==> src/rtl/axis_if.sv <==
// AXI4-Stream bundle shared by frame sources and sinks.
// source/sink modports are the canonical names; master/slave are aliases for older blocks.
`timescale 1ns / 1ps

interface axis_if #(
  parameter int unsigned DWIDTH     = 256,
  parameter int unsigned KEEP_WIDTH = DWIDTH / 8
);
  logic [DWIDTH-1:0]     tdata;
  logic [KEEP_WIDTH-1:0] tkeep;
  logic                  tvalid;
  logic                  tlast;
  logic                  tready;

  modport source (output tdata, output tkeep, output tvalid, output tlast, input tready);
  modport sink   (input tdata, input tkeep, input tvalid, input tlast, output tready);
  modport master (output tdata, output tkeep, output tvalid, output tlast, input tready);
  modport slave  (input tdata, input tkeep, input tvalid, input tlast, output tready);
endinterface

==> src/rtl/axis_frame_tx.sv <==
// AXIS frame transmitter: turns a byte-length command plus a word stream into AXIS beats.
// Define AXIS_FRAME_TX_ZERO_PAD_EN to zero the unkept bytes of the final beat.
`timescale 1ns / 1ps

module axis_frame_tx #(
  parameter int unsigned DWIDTH     = 256,
  parameter int unsigned KEEP_WIDTH = DWIDTH / 8,
  parameter int unsigned LEN_WIDTH  = 16
) (
  input  logic                 clk,
  input  logic                 rst,
  input  logic                 cmd_valid,
  output logic                 cmd_ready,
  input  logic [LEN_WIDTH-1:0] cmd_len,
  input  logic                 data_valid,
  output logic                 data_ready,
  input  logic [DWIDTH-1:0]    data,
  axis_if.source               m_axis,
  output logic                 busy,
  output logic                 frame_done,
  output logic                 zero_len_err
);

  typedef enum logic [0:0] {StIdle, StSend} state_e;

  localparam logic [LEN_WIDTH:0] KeepW  = (LEN_WIDTH + 1)'(KEEP_WIDTH);
  localparam logic [LEN_WIDTH:0] KeepM1 = (LEN_WIDTH + 1)'(KEEP_WIDTH - 1);

  state_e                state_q;
  logic [LEN_WIDTH-1:0]  beats_left_q;
  logic [KEEP_WIDTH-1:0] last_keep_q;
  logic [DWIDTH-1:0]     tdata_q;
  logic [KEEP_WIDTH-1:0] tkeep_q;
  logic                  tvalid_q;
  logic                  tlast_q;
  logic                  frame_done_q;
  logic                  zero_len_err_q;

  logic                  data_hs;
  logic                  is_last;
  logic [LEN_WIDTH:0]    len_ext;
  logic [LEN_WIDTH:0]    rem_full;
  logic [LEN_WIDTH-1:0]  cmd_beats;
  logic [KEEP_WIDTH-1:0] cmd_keep;
  logic [KEEP_WIDTH-1:0] load_keep;
  logic [DWIDTH-1:0]     load_data;

  assign cmd_ready  = (state_q == StIdle);
  assign data_ready = (state_q == StSend) & (~tvalid_q | m_axis.tready);
  assign data_hs    = data_valid & data_ready;
  assign is_last    = (beats_left_q == LEN_WIDTH'(1));
  assign busy       = (state_q != StIdle) | tvalid_q;

  // Extra MSB keeps the round-up from overflowing near the top of the length range.
  always_comb begin
    len_ext   = {1'b0, cmd_len};
    cmd_beats = LEN_WIDTH'((len_ext + KeepM1) / KeepW);
    rem_full  = len_ext % KeepW;
    cmd_keep  = '0;
    for (int unsigned i = 0; i < KEEP_WIDTH; i++) begin
      cmd_keep[i] = (rem_full == '0) || (rem_full > (LEN_WIDTH + 1)'(i));
    end
  end

  always_comb begin
    load_keep = is_last ? last_keep_q : '1;
    load_data = data;
`ifdef AXIS_FRAME_TX_ZERO_PAD_EN
    if (is_last) begin
      for (int unsigned b = 0; b < KEEP_WIDTH; b++) begin
        if (!last_keep_q[b]) begin
          load_data[8*b +: 8] = 8'h00;
        end
      end
    end
`endif
  end

  always_ff @(posedge clk or posedge rst) begin
    if (rst) begin
      state_q        <= StIdle;
      beats_left_q   <= '0;
      last_keep_q    <= '0;
      tdata_q        <= '0;
      tkeep_q        <= '0;
      tvalid_q       <= 1'b0;
      tlast_q        <= 1'b0;
      frame_done_q   <= 1'b0;
      zero_len_err_q <= 1'b0;
    end else begin
      frame_done_q   <= tvalid_q & m_axis.tready & tlast_q;
      zero_len_err_q <= 1'b0;

      // A load in the same cycle as a drain replaces the beat with no bubble.
      if (data_hs) begin
        tdata_q  <= load_data;
        tkeep_q  <= load_keep;
        tlast_q  <= is_last;
        tvalid_q <= 1'b1;
      end else if (m_axis.tready) begin
        tvalid_q <= 1'b0;
      end

      unique case (state_q)
        StIdle: begin
          if (cmd_valid) begin
            if (cmd_len == '0) begin
              zero_len_err_q <= 1'b1;
            end else begin
              beats_left_q <= cmd_beats;
              last_keep_q  <= cmd_keep;
              state_q      <= StSend;
            end
          end
        end
        StSend: begin
          if (data_hs) begin
            beats_left_q <= beats_left_q - LEN_WIDTH'(1);
            if (is_last) begin
              state_q <= StIdle;
            end
          end
        end
        default: state_q <= StIdle;
      endcase
    end
  end

  assign m_axis.tdata  = tdata_q;
  assign m_axis.tkeep  = tkeep_q;
  assign m_axis.tvalid = tvalid_q;
  assign m_axis.tlast  = tlast_q;
  assign frame_done    = frame_done_q;
  assign zero_len_err  = zero_len_err_q;

endmodule

==> src/flat_wrapper.sv <==
// flat-port wrapper written by rule: the top's interface ports become plain ports
module axis_frame_tx_flat 
#(
  parameter int unsigned DWIDTH     = 256,
  parameter int unsigned KEEP_WIDTH = DWIDTH / 8,
  parameter int unsigned LEN_WIDTH  = 16
)
  (clk, rst, cmd_valid, cmd_ready, cmd_len, data_valid, data_ready, data, busy, frame_done, zero_len_err, m_axis_tdata, m_axis_tkeep, m_axis_tvalid, m_axis_tlast, m_axis_tready);
  axis_if #(.DWIDTH(DWIDTH), .KEEP_WIDTH(KEEP_WIDTH)) m_axis_i ();
  input  logic clk;
  input  logic rst;
  input  logic cmd_valid;
  output logic cmd_ready;
  input  logic [LEN_WIDTH-1:0] cmd_len;
  input  logic data_valid;
  output logic data_ready;
  input  logic [DWIDTH-1:0] data;
  output logic busy;
  output logic frame_done;
  output logic zero_len_err;
  output wire logic [$bits(m_axis_i.tdata)-1:0] m_axis_tdata;
  output wire logic [$bits(m_axis_i.tkeep)-1:0] m_axis_tkeep;
  output wire logic [$bits(m_axis_i.tvalid)-1:0] m_axis_tvalid;
  output wire logic [$bits(m_axis_i.tlast)-1:0] m_axis_tlast;
  input wire logic [$bits(m_axis_i.tready)-1:0] m_axis_tready;
  assign m_axis_tdata = m_axis_i.tdata;
  assign m_axis_tkeep = m_axis_i.tkeep;
  assign m_axis_tvalid = m_axis_i.tvalid;
  assign m_axis_tlast = m_axis_i.tlast;
  assign m_axis_i.tready = m_axis_tready;
  axis_frame_tx #(.DWIDTH(DWIDTH), .KEEP_WIDTH(KEEP_WIDTH), .LEN_WIDTH(LEN_WIDTH)) u_core (.clk(clk), .rst(rst), .cmd_valid(cmd_valid), .cmd_ready(cmd_ready), .cmd_len(cmd_len), .data_valid(data_valid), .data_ready(data_ready), .data(data), .m_axis(m_axis_i), .busy(busy), .frame_done(frame_done), .zero_len_err(zero_len_err));
endmodule
==> config.mk <==
export PLATFORM = sky130hd
export DESIGN_NAME = axis_frame_tx_flat
export DESIGN_NICKNAME = d
export VERILOG_FILES = /design/src/rtl/axis_if.sv /design/src/rtl/axis_frame_tx.sv /design/src/flat_wrapper.sv
export SDC_FILE = /design/constraint.sdc
export NUM_CORES = 1
export LEC_CHECK = 0
export CAP_MARGIN = 20
export CORE_AREA = 2 2 222 224
export DETAILED_ROUTE_END_ITERATION = 12
export DIE_AREA = 0 0 224 226
export PLACE_DENSITY = 0.55
export SYNTH_ARGS = -nofsm -noshare
export SYNTH_HDL_FRONTEND = slang
export SYNTH_SLANG_ARGS = --single-unit
==> constraint.sdc <==
create_clock -name clk -period 21.1 [get_ports clk]
set_input_delay 2.11 -clock clk [delete_from_list [all_inputs] [get_ports clk]]
set_output_delay 2.11 -clock clk [all_outputs]
set_load 0.01 [all_outputs]
# After elaboration in Yosys (flattened, before gate mapping)

Cells that the tools add are included.

$add $sub $neg: 2
Equality and inequality tests: 4
Muxes and demuxes: 15
Bitwise gates (word level): 9
Magnitude comparators: 32
Reduce and logical (&&, ||, !) cells: 37

Operator list:

| operator                                                              | count |
|---|---|
| 5-bit > comparator (second input constant)                            | 16 |
| 16-bit two-way mux                                                    | 3 |
| 5-bit by 4-bit > comparator with 1-bit output (second input constant) | 8 |
| 1-bit logical OR                                                      | 32 |
| 32-bit two-way mux                                                    | 1 |
| 16-bit one-hot mux with 2 select lines                                | 1 |
| 5-bit by 3-bit > comparator with 1-bit output (second input constant) | 4 |
| 16-bit by 5-bit adder with 17-bit output (second input constant)      | 1 |
| 17-bit logical NOT                                                    | 1 |
| 16-bit by 1-bit == test with 1-bit output (second input constant)     | 1 |
| 16-bit logical NOT                                                    | 1 |
| 16-bit by 1-bit subtractor with 16-bit output (second input constant) | 1 |
| 5-bit by 1-bit > comparator with 1-bit output (second input constant) | 2 |
| 5-bit by 2-bit > comparator with 1-bit output (second input constant) | 2 |
| 1-bit two-way mux                                                     | 9 |
| 2-bit != test (second input constant)                                 | 3 |
| 3-bit AND reduction                                                   | 2 |
| 1-bit AND                                                             | 4 |
| 1-bit inverter                                                        | 3 |
| 1-bit OR                                                              | 2 |
| 1-bit one-hot mux with 2 select lines                                 | 1 |
| 2-bit nonzero test                                                    | 1 |

Register bits: 341
Output and inout port bits: 295
Word-level logic and storage cells: 108

# Depth between registers and ports, before layout

Gate-level depths: netlist (run 1).

Depth in word-level cells: 6
Mapped depth: 9
Mapped depth without buffers: 7

# Least setup slack after synthesis (run 1)

OpenSTA, ideal clock, no wires.

Path kind: input-to-output
From: input port m_axis_tready
To: output port data_ready
Cell stages on the path: 2
Data arrival time: 2.451 ns
Data required time: 18.990 ns
Setup slack: 16.539 ns
Cell sequence: nand2b_1 > and2_1

Word-level cells in the longest chain between the ends: 2

RTL lines:

| what               | RTL line            | source |
|---|---|---|
| start: declaration | flat_wrapper.sv:25  | `input wire logic [$bits(m_axis_i.tready)-1:0] m_axis_tready;` |
| 1-bit OR           | axis_frame_tx.sv:49 | `assign data_ready = (state_q == StSend) & (~tvalid_q \| m_axis.tready);` |
| 1-bit AND          | axis_frame_tx.sv:49 |  |
| end: declaration   | flat_wrapper.sv:16  | `output logic data_ready;` |

No other way between the ends.

# Worst setup path in the final report (run 1)

Ends and elaborated chain as after synthesis.

==> results of run 1 <==
-- registers in the layout (all words and copies together), names as in the netlist --
register / count
u_core.frame_done: 1
u_core.state_q: 1
u_core.zero_len_err: 1
u_core.m_axis.tdata: 256
u_core.last_keep_q: 32
u_core.m_axis.tvalid: 1
u_core.m_axis.tlast: 1
u_core.m_axis.tkeep: 32
u_core.beats_left_q: 16
-- cells by family (layout without fill, tap and decap cells) --
kind of cell | after synthesis | in the layout | synth area share (%)
other cells | 0 | 2 | 0
compound gates | 123 | 123 | 6.58
flops | 341 | 341 | 63.2
xor+xnor | 11 | 11 | 0.714
fa+ha+maj | 2 | 2 | 0.185
buf+inv | 100 | 669 | 3.11
simple gates | 901 | 901 | 26.2
-- layer usage --
layer  part of all wire (%)  global-route usage [%]  vias up
met3                    8.8                    6.64       68
met4                    2.4                    5.55        2
met2                     49                    30.0      401
met5                  0.024                       0        -
met1                     39                    21.3     5668
li1                       -                       -     5779
-- stage by stage --
stage | power [uW] | utilization (%) | hold slack [ns] | instance area [sq um]
global placement | 1460 | 40.9 | 0.455 | 19800
detailed placement | 1470 | 40.9 | 0.461 | 19800
CTS | 2240 | 43.9 | 0.475 | 21200
floorplan | 1120 | - | 0.436 | 13500
finish | 2210 | 43.9 | 0.468 | 21200
global route | 2340 | 43.9 | 0.490 | 21200
-- cell type report --
type / count / share of cell area (%)
flip-flops and latches: 341 / 40.2
repair buffers: 582 / 27.4
multi-input cells: 1037 / 21.6
clock buffers: 58 / 5.66
well taps: 622 / 3.67
clock inverters: 17 / 1.23
inverters: 12 / 0.248
diodes: 2 / 0.0236
-- where the power goes --
part	leakage (uW)	internal (uW)	switching, uW
combinational	0.00506	294	282
sequential	0.00405	791	83.8
clock	0.000710	471	286
total	0.00982	1560	652
-- worst max-delay path by stage --
stage,cells after the start,endpoint,slack [ns]
final,4,data_ready,15.41
after global routing,4,data_ready,15.34
after CTS,4,data_ready,15.38
after detailed placement,8,u_core.m_axis.tdata[126]$_DFFE_PP0P_,15.29
after global placement,8,u_core.m_axis.tdata[158]$_DFFE_PP0P_,15.31
after floorplan,1,u_core.beats_left_q[0]$_DFFE_PP0P_,9.54
-- cells in the final DEF, fill, tap and decap left out, types with 6 or more instances in the layout --
cell type and instances:
clkdlybuf4s50_1 571, nor3_1 14, nand2_1 800, clkbuf_1 7
nand3_1 7, o22ai_1 6, a21oi_1 9, nor2_1 41
buf_4 10, xnor2_1 9, bufinv_16 6, clkbuf_16 42
o21ai_0 23, clkbuf_8 9, inv_1 11, a31oi_1 15
o22a_1 34, dfrtp_1 341
==> results.json, run 1 <==
{
  "wl_um": 46400,
  "io-pin-count": 572,
  "die_w_um": 224,
  "worst_pin_slew_ns": 1.02,
  "cts_tree": "done",
  "avgSynthCellArea_sq_um": 9.13,
  "dieArea_sq_um": 50600,
  "core_sq_um": 48300,
  "grt_use_total_pct": 17.9,
  "critPathKind": "in2out",
  "tns_ns": 0,
  "ys_dominant_reg_cell": "dfrtp_1",
  "rows": 81,
  "max_cap_viol_count": 0,
  "start_kind": "primary input",
  "synth-edff-count": 0,
  "cp_common_cell": "clkdlybuf4s50_1",
  "synthCells": 1478,
  "critPathBufInv": 2,
  "critPathMaxFanout": 4,
  "seq_area_sq_um": 8530,
  "clkLatencyLatePin_ns": 0.55,
  "place_ws_ns": 15.29,
  "yosysTopAreaCellShare_pct": 63.2,
  "synth_area_leaders": "dfrtp_1 (63%), nand2_1 (22%), o22a_1 (2.2%)",
  "grt_max_degree": 159,
  "finClkSkew_ns": 0.0142,
  "leakage_uw": 0.00982,
  "hold_path.class": "reg2reg",
  "routed_via_density": 4.46,
  "syn_to_final_growth_pct": 57.2,
  "chipHeight_um": 226,
  "cts_root_buffer": "clkbuf_16",
  "post_drt_wl_per_cell_um": 17.4,
  "cpPeakStageDelay_ns": 0.58,
  "path_clk_slew_ns": 0.06,
  "postCtsHoldBufs": 0,
  "dpl.cell_count": 2594,
  "worstReg2RegEnd": "u_core.m_axis.tdata[113]$_DFFE_PP0P_",
  "cp.arrival_ns": 3.58,
  "slew_violations": 0,
  "yosys.area.top_type": "dfrtp_1",
  "holdPathStages": 1,
  "fin_crit_sh_pct": 27.0,
  "worstSetupStartpoint": "m_axis_tready",
  "hpwl_um": 32300,
  "yosysSeqAreaShare_pct": 63.2,
  "fin_cells": 2671,
  "yosys.cell_count.top_type": "nand2_1",
  "cp-end-kind": "output port",
  "fill_cells": 4685,
  "multiInputGateArea_sq_um": 4580,
  "first_global_vias": 12100,
  "route.detailed.drc": 0,
  "cp.required_ns": 18.99,
  "synth_cell_type_count": 54,
  "setup_viol": 0,
  "setup_ws_ns": 15.41,
  "worstPathCellList": "clkdlybuf4s50_1, nand2b_1, and2_1, clkdlybuf4s50_1",
  "synth_area_sq_um": 13500,
  "ys_ff_latch": 341,
  "via_count": 11900,
  "power_density_nw_per_um2": 104,
  "cts_resized": 0,
  "post-cts-setup-buffers": 0,
  "start_util_pct": 27.9,
  "drtIter0Drc": 688,
  "cp_top_family": "buffers and inverters",
  "grt_pass1_wl_um": 70900,
  "drt_pass1_iterations": 5,
  "htreeDepth": 2,
  "crit_path_top_delay_cell": "clkdlybuf4s50_1",
  "synth_common_cells": "nand2_1 (800), dfrtp_1 (341), clkbuf_1 (73)",
  "grt-ovfl-total": 0,
  "numCtsBuffers": 41,
  "ys_warn_count": 0,
  "run_status": "finished clean",
  "fin_crit_ns": 5.69,
  "antenna_found_initial": 2,
  "rsz0062_at_grt": "no",
  "relSlewSlack_pct": 31.9,
  "nNetsFinal": 2294,
  "worstHoldStart": "u_core.last_keep_q[0]$_DFFE_PP0P_",
  "clockBufferDepth": 3,
  "r2r_cells": 7,
  "numPortBuffers": 571,
  "hold_path_end": "u_core.last_keep_q[0]$_DFFE_PP0P_",
  "regToRegStartpoint": "u_core.state_q$_DFF_PP0_",
  "ir_worst_vdd_mv": 0.0563,
  "place_congestion": 0.820,
  "async_flop_share_pct": 100,
  "synthesis.nets": 1757,
  "finalHoldViolCount": 0,
  "cts.sinks": 341,
  "layout-drive-gt1-share_pct": 4.40,
  "ff2ff_setup_slack_ns": 17.57,
  "drtAntennaViolNets": 0,
  "fmax_mhz": 176
}
Note: power is estimated with default switching activity, not from simulation.
==> inputs of run 2 (changes only) <==
==> constraint.sdc (replaced) <==
create_clock -name clk -period 5.6 [get_ports clk]
set_input_delay 0.56 -clock clk [delete_from_list [all_inputs] [get_ports clk]]
set_output_delay 0.56 -clock clk [all_outputs]
set_load 0.01 [all_outputs]
==> run 2 against run 1 <==
Against the previous run: die area unchanged; clock power increased to 3.6 times the previous value; power increased to 3.7 times the previous value; via count increased by 0.60%; non-clock buffer count increased by 1; cell count about the same; clock skew increased by 0.0069 ns; global-route usage decreased by 0.15 points; wire length increased by 0.33%; largest power group unchanged.
==> results.json, run 2 (synthesis results as in run 1) <==
{
  "run_status": "finished clean",
  "clockPowerShare_pct": 33.1,
  "ff2ff_setup_slack_ns": 2.90,
  "max_cap_viol_count": 0,
  "dpl_cell_area_sq_um": 19800,
  "first_global_vias": 12100,
  "cp-end-kind": "flip-flop",
  "tns_ns": 0,
  "fin_crit_ns": 3.03,
  "chipHeight_um": 226,
  "holdWs_ns": 0.469,
  "power_density_nw_per_um2": 387,
  "cts.sinks": 341,
  "rows": 81,
  "ir_worst_vdd_mv": 0.201,
  "relSlewSlack_pct": 34.6,
  "grt_pass1_wl_um": 70000,
  "cp.required_ns": 6.06,
  "grt-ovfl-total": 0,
  "stdcell_area_sq_um": 21200,
  "drt_pass1_iterations": 5,
  "leakage_uw": 0.00979,
  "p_int_uw": 5730,
  "io-pin-count": 572,
  "crit_path_top_delay_cell": "or4_1",
  "via_count": 12000,
  "slew_violations": 0,
  "cpPeakStageDelay_ns": 0.84,
  "comb_power_share_pct": 26.6,
  "start_kind": "primary input",
  "numCtsBuffers": 41,
  "syn_to_final_growth_pct": 56.8,
  "critPathMaxFanout": 27,
  "worstPathCellList": "clkdlybuf4s50_1, or4_1, nor2_4, a31o_2, nand2_1, a22o_1",
  "postCtsHoldBufs": 0,
  "finClkSkew_ns": 0.0211,
  "wl_um": 46500,
  "hpwl_um": 32600,
  "finalHoldViolCount": 0,
  "htreeDepth": 2,
  "fin_util_pct": 43.8,
  "post-cts-setup-buffers": 0,
  "final_cell_mix": "nand2_1 (800), clkdlybuf4s50_1 (571), dfrtp_1 (341)",
  "power_uw": 8200,
  "clockBufferDepth": 3,
  "numPortBuffers": 571,
  "layout-drive-gt1-share_pct": 4.21,
  "nNetsFinal": 2295,
  "p_seq_share_pct": 40.2,
  "start_util_pct": 27.9,
  "die_w_um": 224,
  "fin_crit_sh_pct": 54.0,
  "fmax_mhz": 330,
  "antenna_found_initial": 6,
  "cp_top_family": "simple AND/OR/NAND/NOR gates",
  "hold_path.class": "reg2reg",
  "grt_max_degree": 156,
  "dieArea_sq_um": 50600,
  "power_switching_uw": 2480,
  "cts_tree": "done",
  "largest_reg_flops": 256,
  "rsz0062_at_grt": "no",
  "critPathBufInv": 1,
  "route.detailed.drc": 0,
  "setup_viol": 0,
  "cts_root_buffer": "clkbuf_16",
  "path_clk_slew_ns": 0.06,
  "core_sq_um": 48300,
  "clkLatencyLatePin_ns": 0.57,
  "cp.arrival_ns": 3.48,
  "routed_via_density": 4.49,
  "worst_pin_slew_ns": 0.981,
  "mostFrequentLayoutCell": "nand2_1",
  "place_congestion": 0.777,
  "critPathKind": "in2reg",
  "swShare_pct": 30.2,
  "drtAntennaViolNets": 0,
  "grt_use_total_pct": 17.7,
  "cts_resized": 0,
  "drtIter0Drc": 745,
  "post_drt_wl_per_cell_um": 17.4
}
## run 2: cell types whose count changed in the layout (fill, tap and decap cells not counted), sizes merged
cell and delta:
bufinv -2, inv +2, buf +1, clkinvlp -1
diode +2, clkinv -1, clkbuf -2
## run 2: layout make-up
class / instances / area [sq um]
clock buffers: 56 / 1150
diodes: 4 / 10.0
fillers: 4689 / 27200
clock inverters: 15 / 200
flip-flops and latches: 341 / 8530
inverters: 12 / 48.8
well taps: 622 / 778
repair buffers: 583 / 5870
multi-input cells: 1037 / 4580
## run 2: power by group through the flow
stage / Combinational [uW] / Sequential (uW) / Clock (uW)
after floorplan: 762 / 3460 / 0
after global placement: 2200 / 3320 / 0
after detailed placement: 2210 / 3330 / 0
after CTS: 2220 / 3300 / 2800
after global routing: 2390 / 3370 / 2900
final: 2180 / 3300 / 2720
## run 2: final timing paths
| kind | startpoint | end | cells past startpoint |
|---|---|---|---|
| worst max-delay path | cmd_len[3] | u_core.beats_left_q[4]$_DFFE_PP0P_ | 6 |
| worst min-delay path | u_core.m_axis.tdata[175]$_DFFE_PP0P_ | u_core.m_axis.tdata[175]$_DFFE_PP0P_ | 2 |
| worst max register to register | u_core.state_q$_DFF_PP0_ | u_core.m_axis.tdata[246]$_DFFE_PP0P_ | 7 |
| worst min register to register | u_core.m_axis.tdata[175]$_DFFE_PP0P_ | u_core.m_axis.tdata[175]$_DFFE_PP0P_ | 2 |
| max in group asynchronous | rst | u_core.m_axis.tdata[41]$_DFFE_PP0P_ | 3 |
| min in group asynchronous | rst | u_core.m_axis.tdata[110]$_DFFE_PP0P_ | 3 |
## run 2: metal layers
layer  vias up  GRT usage (%)  share of wire (%)  wire length, um
met4         4           6.86                2.5             1180
li1       5782              -                  -                -
met3        82           6.23                8.8             4090
met2       412           29.5                 48            22600
met5         -              0              0.058               27
met1      5710           21.0                 40            18700
## run 2: metrics by stage
| stage | worst slack, ns | instances |
|---|---|---|
| 3_5_place_dp | 2.01 | 2594 |
| 3_3_place_gp | 2.06 | 2594 |
| 2_1_floorplan | 0.479 | 1478 |
| 5_1_grt | 2.43 | 2669 |
| 6_report | 2.57 | 2670 |
| 4_1_cts | 2.64 | 2665 |
## run 2: worst reg2reg max path, stage by stage, from the launching register on
cell and delay (ns):
dfrtp_1 0.35, buf_4 0.22, nand3_4 0.36, buf_12 0.31
buf_4 0.53, buf_4 0.61, nand2_1 0.15, nand2_1 0.09
